### config.mk
export PLATFORM = sky130hd
export DESIGN_NAME = uart_rx_core_flat
export DESIGN_NICKNAME = d
export VERILOG_FILES = /design/src/rtl/uart_rx_core_if.sv /design/src/rtl/uart_rx_core.sv /design/src/flat_wrapper.sv
export SDC_FILE = /design/constraint.sdc
export NUM_CORES = 1
export LEC_CHECK = 0
export ABC_AREA = 0
export BUFFER_PORTS_ARGS = -buffer_cell sky130_fd_sc_hd__buf_4
export CAP_MARGIN = 30
export CORE_MARGIN = 2
export CORE_UTILIZATION = 50
export DETAILED_ROUTE_END_ITERATION = 10
export PLACE_DENSITY = 0.73
export SYNTH_ARGS = -nofsm -noshare
export SYNTH_HDL_FRONTEND = slang
export SYNTH_SLANG_ARGS = --single-unit
### constraint.sdc
create_clock -name CLK -period 2.5 [get_ports CLK]
set_input_delay 0.125 -clock CLK [delete_from_list [all_inputs] [get_ports CLK]]
set_output_delay 0.125 -clock CLK [all_outputs]
set_load 0.05 [all_outputs]
### src/rtl/uart_rx_core_if.sv
// uart_rx_core_if: serial line, frame config and received-word bundle
// for the UART receive core.
interface uart_rx_core_if #(
   parameter int DATA_WIDTH = 8
);
   logic                  RX_IN;
   logic                  PAR_EN;
   logic                  PAR_TYP;
   logic [5:0]            Prescale;
   logic [DATA_WIDTH-1:0] P_DATA;
   logic                  DATA_VALID;
   logic                  PAR_ERR;
   logic                  STP_ERR;

   modport master (
      output RX_IN, PAR_EN, PAR_TYP, Prescale,
      input  P_DATA, DATA_VALID, PAR_ERR, STP_ERR
   );

   modport slave (
      input  RX_IN, PAR_EN, PAR_TYP, Prescale,
      output P_DATA, DATA_VALID, PAR_ERR, STP_ERR
   );
endinterface

### src/rtl/uart_rx_core.sv
// uart_rx_core: oversampled UART receiver with 3-sample majority vote,
// optional parity check and stop-bit check.
module uart_rx_core #(
   parameter int DATA_WIDTH = 8
) (
   input  logic         CLK,
   input  logic         RST,
   uart_rx_core_if.slave bus
);
   localparam int BW = (DATA_WIDTH > 1) ? $clog2(DATA_WIDTH) : 1;
   localparam logic [BW-1:0] LAST = BW'(DATA_WIDTH - 1);

   localparam logic [2:0] IDLE   = 3'd0;
   localparam logic [2:0] START  = 3'd1;
   localparam logic [2:0] DATA   = 3'd2;
   localparam logic [2:0] PARITY = 3'd3;
   localparam logic [2:0] STOP   = 3'd4;

   logic [2:0]            state_q, state_d;
   logic [5:0]            edge_q, edge_d;
   logic [5:0]            pre_q, pre_d;
   logic                  pen_q, pen_d;
   logic                  ptyp_q, ptyp_d;
   logic [BW-1:0]         bit_q, bit_d;
   logic [1:0]            samp_q, samp_d;
   logic                  vote_q, vote_d;
   logic [DATA_WIDTH-1:0] shift_q, shift_d;
   logic [DATA_WIDTH-1:0] data_q, data_d;
   logic                  dv_q, dv_d;
   logic                  perr_q, perr_d;
   logic                  serr_q, serr_d;

   logic [5:0] half;
   logic       bit_end;
   logic       rx;

   assign rx      = bus.RX_IN;
   assign half    = {1'b0, pre_q[5:1]};
   assign bit_end = (edge_q == pre_q - 6'd1);

   // Next-state: bit timing, majority sampling and frame sequencing
   always_comb begin
      state_d = state_q;
      edge_d  = edge_q;
      pre_d   = pre_q;
      pen_d   = pen_q;
      ptyp_d  = ptyp_q;
      bit_d   = bit_q;
      samp_d  = samp_q;
      vote_d  = vote_q;
      shift_d = shift_q;
      data_d  = data_q;
      dv_d    = 1'b0;
      perr_d  = perr_q;
      serr_d  = serr_q;

      if (state_q != IDLE) begin
         edge_d = bit_end ? 6'd0 : edge_q + 6'd1;
         if (edge_q == half - 6'd1) samp_d[0] = rx;
         if (edge_q == half)        samp_d[1] = rx;
         if (edge_q == half + 6'd1)
            vote_d = (samp_q[0] & samp_q[1]) |
                     (samp_q[0] & rx) |
                     (samp_q[1] & rx);
      end

      unique case (state_q)
         IDLE: begin
            edge_d = 6'd0;
            if (!rx) begin
               state_d = START;
               edge_d  = 6'd1;
               pre_d   = bus.Prescale;
               pen_d   = bus.PAR_EN;
               ptyp_d  = bus.PAR_TYP;
            end
         end
         START: begin
            if (bit_end) begin
               if (!vote_q) begin
                  state_d = DATA;
                  bit_d   = '0;
                  perr_d  = 1'b0;
                  serr_d  = 1'b0;
               end else begin
                  state_d = IDLE;
               end
            end
         end
         DATA: begin
            if (bit_end) begin
               shift_d = {vote_q, shift_q[DATA_WIDTH-1:1]};
               bit_d   = bit_q + BW'(1);
               if (bit_q == LAST) begin
                  bit_d   = '0;
                  state_d = pen_q ? PARITY : STOP;
               end
            end
         end
         PARITY: begin
            if (bit_end) begin
               perr_d  = vote_q != ((^shift_q) ^ ptyp_q);
               state_d = STOP;
            end
         end
         STOP: begin
            if (bit_end) begin
               serr_d = ~vote_q;
               if (!perr_q && vote_q) begin
                  data_d = shift_q;
                  dv_d   = 1'b1;
               end
               state_d = IDLE;
            end
         end
         default: state_d = IDLE;
      endcase
   end

   // State and output registers
   always_ff @(posedge CLK or negedge RST) begin
      if (!RST) begin
         state_q <= IDLE;
         edge_q  <= '0;
         pre_q   <= '0;
         pen_q   <= 1'b0;
         ptyp_q  <= 1'b0;
         bit_q   <= '0;
         samp_q  <= '0;
         vote_q  <= 1'b0;
         shift_q <= '0;
         data_q  <= '0;
         dv_q    <= 1'b0;
         perr_q  <= 1'b0;
         serr_q  <= 1'b0;
      end else begin
         state_q <= state_d;
         edge_q  <= edge_d;
         pre_q   <= pre_d;
         pen_q   <= pen_d;
         ptyp_q  <= ptyp_d;
         bit_q   <= bit_d;
         samp_q  <= samp_d;
         vote_q  <= vote_d;
         shift_q <= shift_d;
         data_q  <= data_d;
         dv_q    <= dv_d;
         perr_q  <= perr_d;
         serr_q  <= serr_d;
      end
   end

   assign bus.P_DATA     = data_q;
   assign bus.DATA_VALID = dv_q;
   assign bus.PAR_ERR    = perr_q;
   assign bus.STP_ERR    = serr_q;
endmodule

### src/flat_wrapper.sv
// flat-port wrapper written by rule: the top's interface ports become plain ports
module uart_rx_core_flat 
#(
   parameter int DATA_WIDTH = 8
)
  (CLK, RST, bus_RX_IN, bus_PAR_EN, bus_PAR_TYP, bus_Prescale, bus_P_DATA, bus_DATA_VALID, bus_PAR_ERR, bus_STP_ERR);
  uart_rx_core_if #(.DATA_WIDTH(DATA_WIDTH)) bus_i ();
  input  logic CLK;
  input  logic RST;
  input wire logic [$bits(bus_i.RX_IN)-1:0] bus_RX_IN;
  input wire logic [$bits(bus_i.PAR_EN)-1:0] bus_PAR_EN;
  input wire logic [$bits(bus_i.PAR_TYP)-1:0] bus_PAR_TYP;
  input wire logic [$bits(bus_i.Prescale)-1:0] bus_Prescale;
  output wire logic [$bits(bus_i.P_DATA)-1:0] bus_P_DATA;
  output wire logic [$bits(bus_i.DATA_VALID)-1:0] bus_DATA_VALID;
  output wire logic [$bits(bus_i.PAR_ERR)-1:0] bus_PAR_ERR;
  output wire logic [$bits(bus_i.STP_ERR)-1:0] bus_STP_ERR;
  assign bus_i.RX_IN = bus_RX_IN;
  assign bus_i.PAR_EN = bus_PAR_EN;
  assign bus_i.PAR_TYP = bus_PAR_TYP;
  assign bus_i.Prescale = bus_Prescale;
  assign bus_P_DATA = bus_i.P_DATA;
  assign bus_DATA_VALID = bus_i.DATA_VALID;
  assign bus_PAR_ERR = bus_i.PAR_ERR;
  assign bus_STP_ERR = bus_i.STP_ERR;
  uart_rx_core #(.DATA_WIDTH(DATA_WIDTH)) u_core (.CLK(CLK), .RST(RST), .bus(bus_i));
endmodule
* Word-level counts from Yosys, hierarchy flattened *
Index checks and enable logic that the tools add are counted.

word-level totals
  flip-flop bits (word level) = 42
  logic and storage cells = 90

operators by class
  $add $sub $neg = 5
  eq/ne operators = 17
  multiplexer cells = 27
  bitwise logic cells = 8
  reductions and logical operators = 19

operator list
  cell                                              count
  2-to-1 mux 3 bit                                  11
  == test 6 bit                                     3
  2-to-1 mux 6 bit                                  3
  one-hot mux 3 bit (5 select lines)                1
  AND reduction 4 bit                               3
  != test 2 x 1 -> 1 bit, second input constant     5
  AND reduction 2 bit                               5
  2-to-1 mux 1 bit                                  8
  nonzero test 2 bit                                4
  XOR reduction 8 bit                               1
  adder 5 x 1 -> 6 bit, second input constant       1
  adder 6 x 1 -> 6 bit, second input constant       1
  == test 3 x 2 -> 1 bit, second input constant     2
  == test 3 bit, second input constant              2
  == test 6 x 5 -> 1 bit                            1
  one-hot mux 3 bit (2 select lines)                1
  AND reduction 6 bit                               1
  subtractor 5 x 1 -> 6 bit, second input constant  1
  subtractor 6 x 1 -> 6 bit, second input constant  1
  != test 2 bit, second input constant              2
  one-hot mux 1 bit (2 select lines)                2
  adder 3 x 1 -> 3 bit, second input constant       1
  AND 1 bit                                         3
  == test 3 x 1 -> 1 bit, second input constant     1
  10 further kinds                                  12

* Depth between registers and ports, before layout *
  depth after elaboration = 5
  mapped depth = 9
  gate-level depth less buffers = 7

* Worst setup path after synthesis *
No wires, ideal clock.

  path type = register -> register
  start point = register u_core.pre_q[2]
  end point = register u_core.data_q[0] (netlist: u_core.bus.P_DATA[0])
  setup time = 0.125 ns
  data arrival time = 2.263 ns
  path slack = 0.112 ns
  cell stages (with the launch flop) = 9
  path buffers = 1
  cells stage by stage = dfrtp_1 > buf_2 > inv_1 > ha_1 > a21boi_1 > xnor2_1 > o211ai_2 > nor4_4 > mux2_2

on the way
  longest elaborated chain between the ends = 3

ends and longest elaborated chain
  item                                  line                 source
  from (decl)                           uart_rx_core.sv:21   logic [5:0] pre_q, pre_d;
  from (signal assigned)                uart_rx_core.sv:139  pre_q <= pre_d;
  subtractor 6 x 1 -> 6 bit             uart_rx_core.sv:39   assign bit_end = (edge_q == pre_q - 6'd1);
  == test 6 bit                         uart_rx_core.sv:39
  AND reduction 3 bit (no source line)  -
  to (signal assigned)                  uart_rx_core.sv:146  data_q <= data_d;
  to (decl)                             uart_rx_core.sv:28   logic [DATA_WIDTH-1:0] data_q, data_d;

No other way between the ends.
A chain may end at the register's enable or synchronous reset.

* Final worst setup path *
  start point = register u_core.pre_q[1]
  end point = register u_core.data_q[3] (netlist: u_core.bus.P_DATA[3])

The elaborated chain is that of the path after synthesis.

==> metrics.txt <==
Fmax achieved=about 420 MHz; vias in the first global route=approximately 1900; worst reg-to-reg setup slack=around 0.12 ns; Power Dens Cells=~1200 nW/um^2; Slew HR=approximately 64%; share of layout cells above drive strength 1=25.4%; Setup Fix Bufs, Post-CTS=0; met2 wire length=about 2400 microns; CTS buffer count=5; Final Cell Area=2850 sq um; Post-DP Area=around 2700 sq um; grt ovf=0; NetSw=between 0.0015 and 0.002 W; net switching fraction of the power=between 40% and 50%; DRT iter0 DRCs=between 100 and 150; CTS tree=done; min-delay worst type=input port to flip-flop; DRT Wirelength=5270 microns; clock latency on the worst-skew pair=roughly 0.30 ns; yosys warns=0; Seq cells post-synth=42; fin. max-slew vios=0; Final period util=a little over nine tenths; diode count=0; Setup Skew=roughly 0.0086 ns; Pleak=about 1.3 nW; Area Growth Syn to Fin=15.7%; nets@finish=around 290; RSZ-0062 raised after global routing=no; Rows=25; number of H-tree levels=2; post-route minimum period=2.38 ns; port bufs=21; antenna violations before repair=0; number of fill cells in the layout=about 400; Routed wire per std cell=15.7 microns; height of the die=~74 microns; sequential share of power=about a third; r2r endpoint=u_core.bus.P_DATA[3]; largest net degree at the start of global routing=43; final hold vios=0; Internal Pwr Total=~0.0019 W; Worst-Margin Slew=between 0.5 and 0.6 ns; clock buffer depth=2; die area=5510 sq um; Worst Setup Start Kind=flip-flop; CP Cell Sequence=inv_1 > ha_1 > a21boi_2 > xnor2_1 > o211ai_2 > nor4_4 > buf_4 > mux2_2; clock power share=16.4%; met1 WL=about 2500 microns; slowest cell delay on critical path=~0.38 ns; CTS clk-pin slew, worst paths=roughly 0.090 ns; setup violators final=0; R2R cell count=8; Mapped Cells=239; via count=1889; Post-Syn Area=2460 sq um; maximum VDD drop=just over 0.9 mV; register area share after synthesis=42.6%; WHS Endpoint=u_core.pre_q[3]; Distinct cells, synth=slightly below 50; Initial Util=52.2%; first-pass GRT wire length=just over 9000 microns; CORE AREA=~4700 sq um; Sum Neg Setup Slack=0 ns; utilization after layout=60.4%; CP max stage cell=dfrtp_1; HPWL after DPL=~3700 microns; Hold Startpoint=bus_Prescale[3]; IO Count=22; kind of critical path=flip-flop to flip-flop; Pre-Repair DR Iteration Count=4; Root Driver=clkbuf_8; Die X=~74 microns; Critical Path RT=~2.7 ns; Worst Hold Path Cells=3; Arrival @ worst endpoint=2.56 ns; routed vias/inst=about 5.6; GPL Wtd Cong=0.879; top layer in use=met4; Max Cap Viol=0; Logic pwr share=about half; outcome=finished, final reports clean; wire length on met3=between 200 and 250 microns; CP Capture Type=flip-flop; drt drc=0; Detail Route Antenna Nets=0; CP max FO=9; Clock Sink Count=between 40 and 50; average size of a mapped cell=around 10 sq um; synthesized net count=~260; R2R Path Start=u_core.pre_q[1]; GRT Total Usage=21.9%; critical path launch point=u_core.pre_q[1]
[cell usage after synthesis, drive strengths merged]
| master | instances | share of area [%] |
|---|---|---|
| a2111o | 1 | 0.46 |
| a2111oi | 1 | 0.41 |
| a21boi | 1 | 0.30 |
| a21oi | 5 | 1.0 |
| a221oi | 2 | 0.71 |
| a22o | 1 | 0.36 |
| a31o | 1 | 0.36 |
| a32o | 1 | 0.41 |
| a32oi | 1 | 0.66 |
| and2 | 2 | 0.51 |
| and3 | 2 | 0.56 |
| buf | 7 | 2.4 |
| clkbuf | 6 | 0.91 |
| dfrtp | 42 | 43 |
| ha | 7 | 3.6 |
| inv | 8 | 1.2 |
| maj3 | 1 | 0.41 |
| mux2 | 19 | 8.7 |
| mux2i | 2 | 0.81 |
| nand2 | 24 | 3.7 |
| nand2b | 4 | 1.0 |
| nand3 | 6 | 1.2 |
| nand4b | 1 | 0.36 |
| nor2 | 17 | 2.6 |
| nor2b | 3 | 0.76 |
| nor3 | 10 | 2.0 |
| nor3b | 2 | 0.61 |
| nor4 | 3 | 2.0 |
| o2111a | 1 | 0.46 |
| o2111ai | 1 | 0.36 |
| o211ai | 3 | 1.1 |
| o21a | 1 | 0.30 |
| o21ai | 9 | 1.8 |
| o22ai | 1 | 0.25 |
| o311ai | 1 | 0.36 |
| o31a | 1 | 0.36 |
| o31ai | 2 | 0.61 |
| o32a | 1 | 0.41 |
| o41ai | 4 | 1.4 |
| or3 | 1 | 0.25 |
| or4 | 1 | 0.30 |
| or4b | 1 | 0.41 |
| xnor2 | 21 | 7.5 |
| xor2 | 10 | 3.6 |
[worst max-delay path, delay by kind of cell (launching register included)]
kind / cells / cell delay (ns)
AOI/OAI and AO/OA: 2 / 0.47
DFF: 1 / 0.38
buffers and inverters: 2 / 0.35
muxes: 1 / 0.35
and+or+nand+nor: 1 / 0.29
adders and majority gates: 1 / 0.23
xor gates and xnor gates: 1 / 0.18
[worst max path at each step]
stage,depth (start not counted),slack [ns],to
2_1_floorplan,8,0.11,u_core.bus.P_DATA[0]
4_1_cts,8,0.06,u_core.bus.P_DATA[3]
5_1_grt,8,0.03,u_core.bus.P_DATA[3]
3_3_place_gp,8,0.21,u_core.bus.P_DATA[2]
6_report,8,0.12,u_core.bus.P_DATA[3]
3_5_place_dp,8,0.09,u_core.bus.P_DATA[3]
[sequential cells by signal, indices dropped and copies added (netlist names)]
| register | count |
|---|---|
| u_core.bit_q | 3 |
| u_core.bus.DATA_VALID | 1 |
| u_core.bus.PAR_ERR | 1 |
| u_core.bus.P_DATA | 8 |
| u_core.bus.STP_ERR | 1 |
| u_core.edge_q | 6 |
| u_core.pen_q | 1 |
| u_core.pre_q | 6 |
| u_core.ptyp_q | 1 |
| u_core.samp_q | 2 |
| u_core.shift_q | 8 |
| u_core.state_q | 3 |
| u_core.vote_q | 1 |
[placed cells by master (no fill, tap or decap), types with 2 or more instances in the layout]
| cell type | count |
|---|---|
| ha_1 | 7 |
| dfrtp_1 | 42 |
| o41ai_1 | 4 |
| clkbuf_8 | 5 |
| nand3_1 | 6 |
| nor3b_1 | 2 |
| xnor2_1 | 21 |
| a21oi_1 | 5 |
| xor2_1 | 10 |
| mux2i_1 | 2 |
| nor3_1 | 10 |
| nor2b_1 | 3 |
| o31ai_1 | 2 |
| o211ai_1 | 2 |
| mux2_2 | 19 |
| nand2b_1 | 4 |
| nand2_1 | 24 |
| buf_4 | 33 |
| and2_1 | 2 |
| nor4_4 | 2 |
| o21ai_0 | 9 |
| nor2_1 | 17 |
| inv_1 | 8 |
| a221oi_1 | 2 |
[routing by layer]
| layer | GRT usage (%) | vias up |
|---|---|---|
| met5 | 0 | - |
| met4 | 7.34 | 0 |
| met3 | 4.07 | 10 |
| met2 | 33.4 | 44 |
| met1 | 31.8 | 928 |
| li1 | - | 907 |
[power groups by stage]
stage / Sequential, W / Combinational, W / Clock [W]
CTS: 0.00110 / 0.00177 / 0.000574
finish: 0.00111 / 0.00178 / 0.000565
detailed placement: 0.00111 / 0.00174 / 0
floorplan: 0.000994 / 0.00138 / 0
global route: 0.00114 / 0.00199 / 0.000598
global placement: 0.00111 / 0.00170 / 0
[per-stage QoR]
| step | setup slack, ns | hold slack [ns] | total power [W] | instances |
|---|---|---|---|---|
| after floorplan | 0.112 | -0.171 | 0.00238 | 239 |
| after global placement | 0.209 | 0.153 | 0.00281 | 326 |
| after detailed placement | 0.0901 | 0.153 | 0.00285 | 326 |
| after CTS | 0.0607 | 0.0154 | 0.00344 | 335 |
| after global routing | 0.0253 | 0.0298 | 0.00372 | 335 |
| final | 0.124 | 0.0192 | 0.00346 | 335 |
[layout make-up]
type                       count  area, sq um  share of cell area (%)
multi-input combinational    176         1310                    46.0
sequential                    42         1050                    36.8
timing repair buffer          34          258                    9.04
tap                           67         83.8                    2.94
clock buffer                   5         68.8                    2.41
clock inverter                 3         48.8                    1.71
inverter                       8         30.0                    1.05
[cell families (layout without fill, tap and decap cells)]
logic type / after synthesis / count (layout) / share of synthesized area, %
AO/OA/AOI/OAI: 39 / 39 / 12.1
XOR/XNOR: 31 / 31 / 11.0
adder cells (fa/ha/maj): 8 / 8 / 3.96
buffers and inverters: 21 / 50 / 4.52
flip-flops: 42 / 42 / 42.6
multiplexers: 21 / 21 / 9.49
AND/OR/NAND/NOR: 77 / 77 / 16.2
[repair_timing]
| item | 4_1_cts | 5_1_grt |
|---|---|---|
| gates resized for setup | 0 | 1 |
| hold buffers | 1 | 0 |
| setup endpoints to repair | 0 | 18 |
| hold endpoints to repair | 42 | 0 |
No activity file was read; power rests on OpenSTA's default activity.
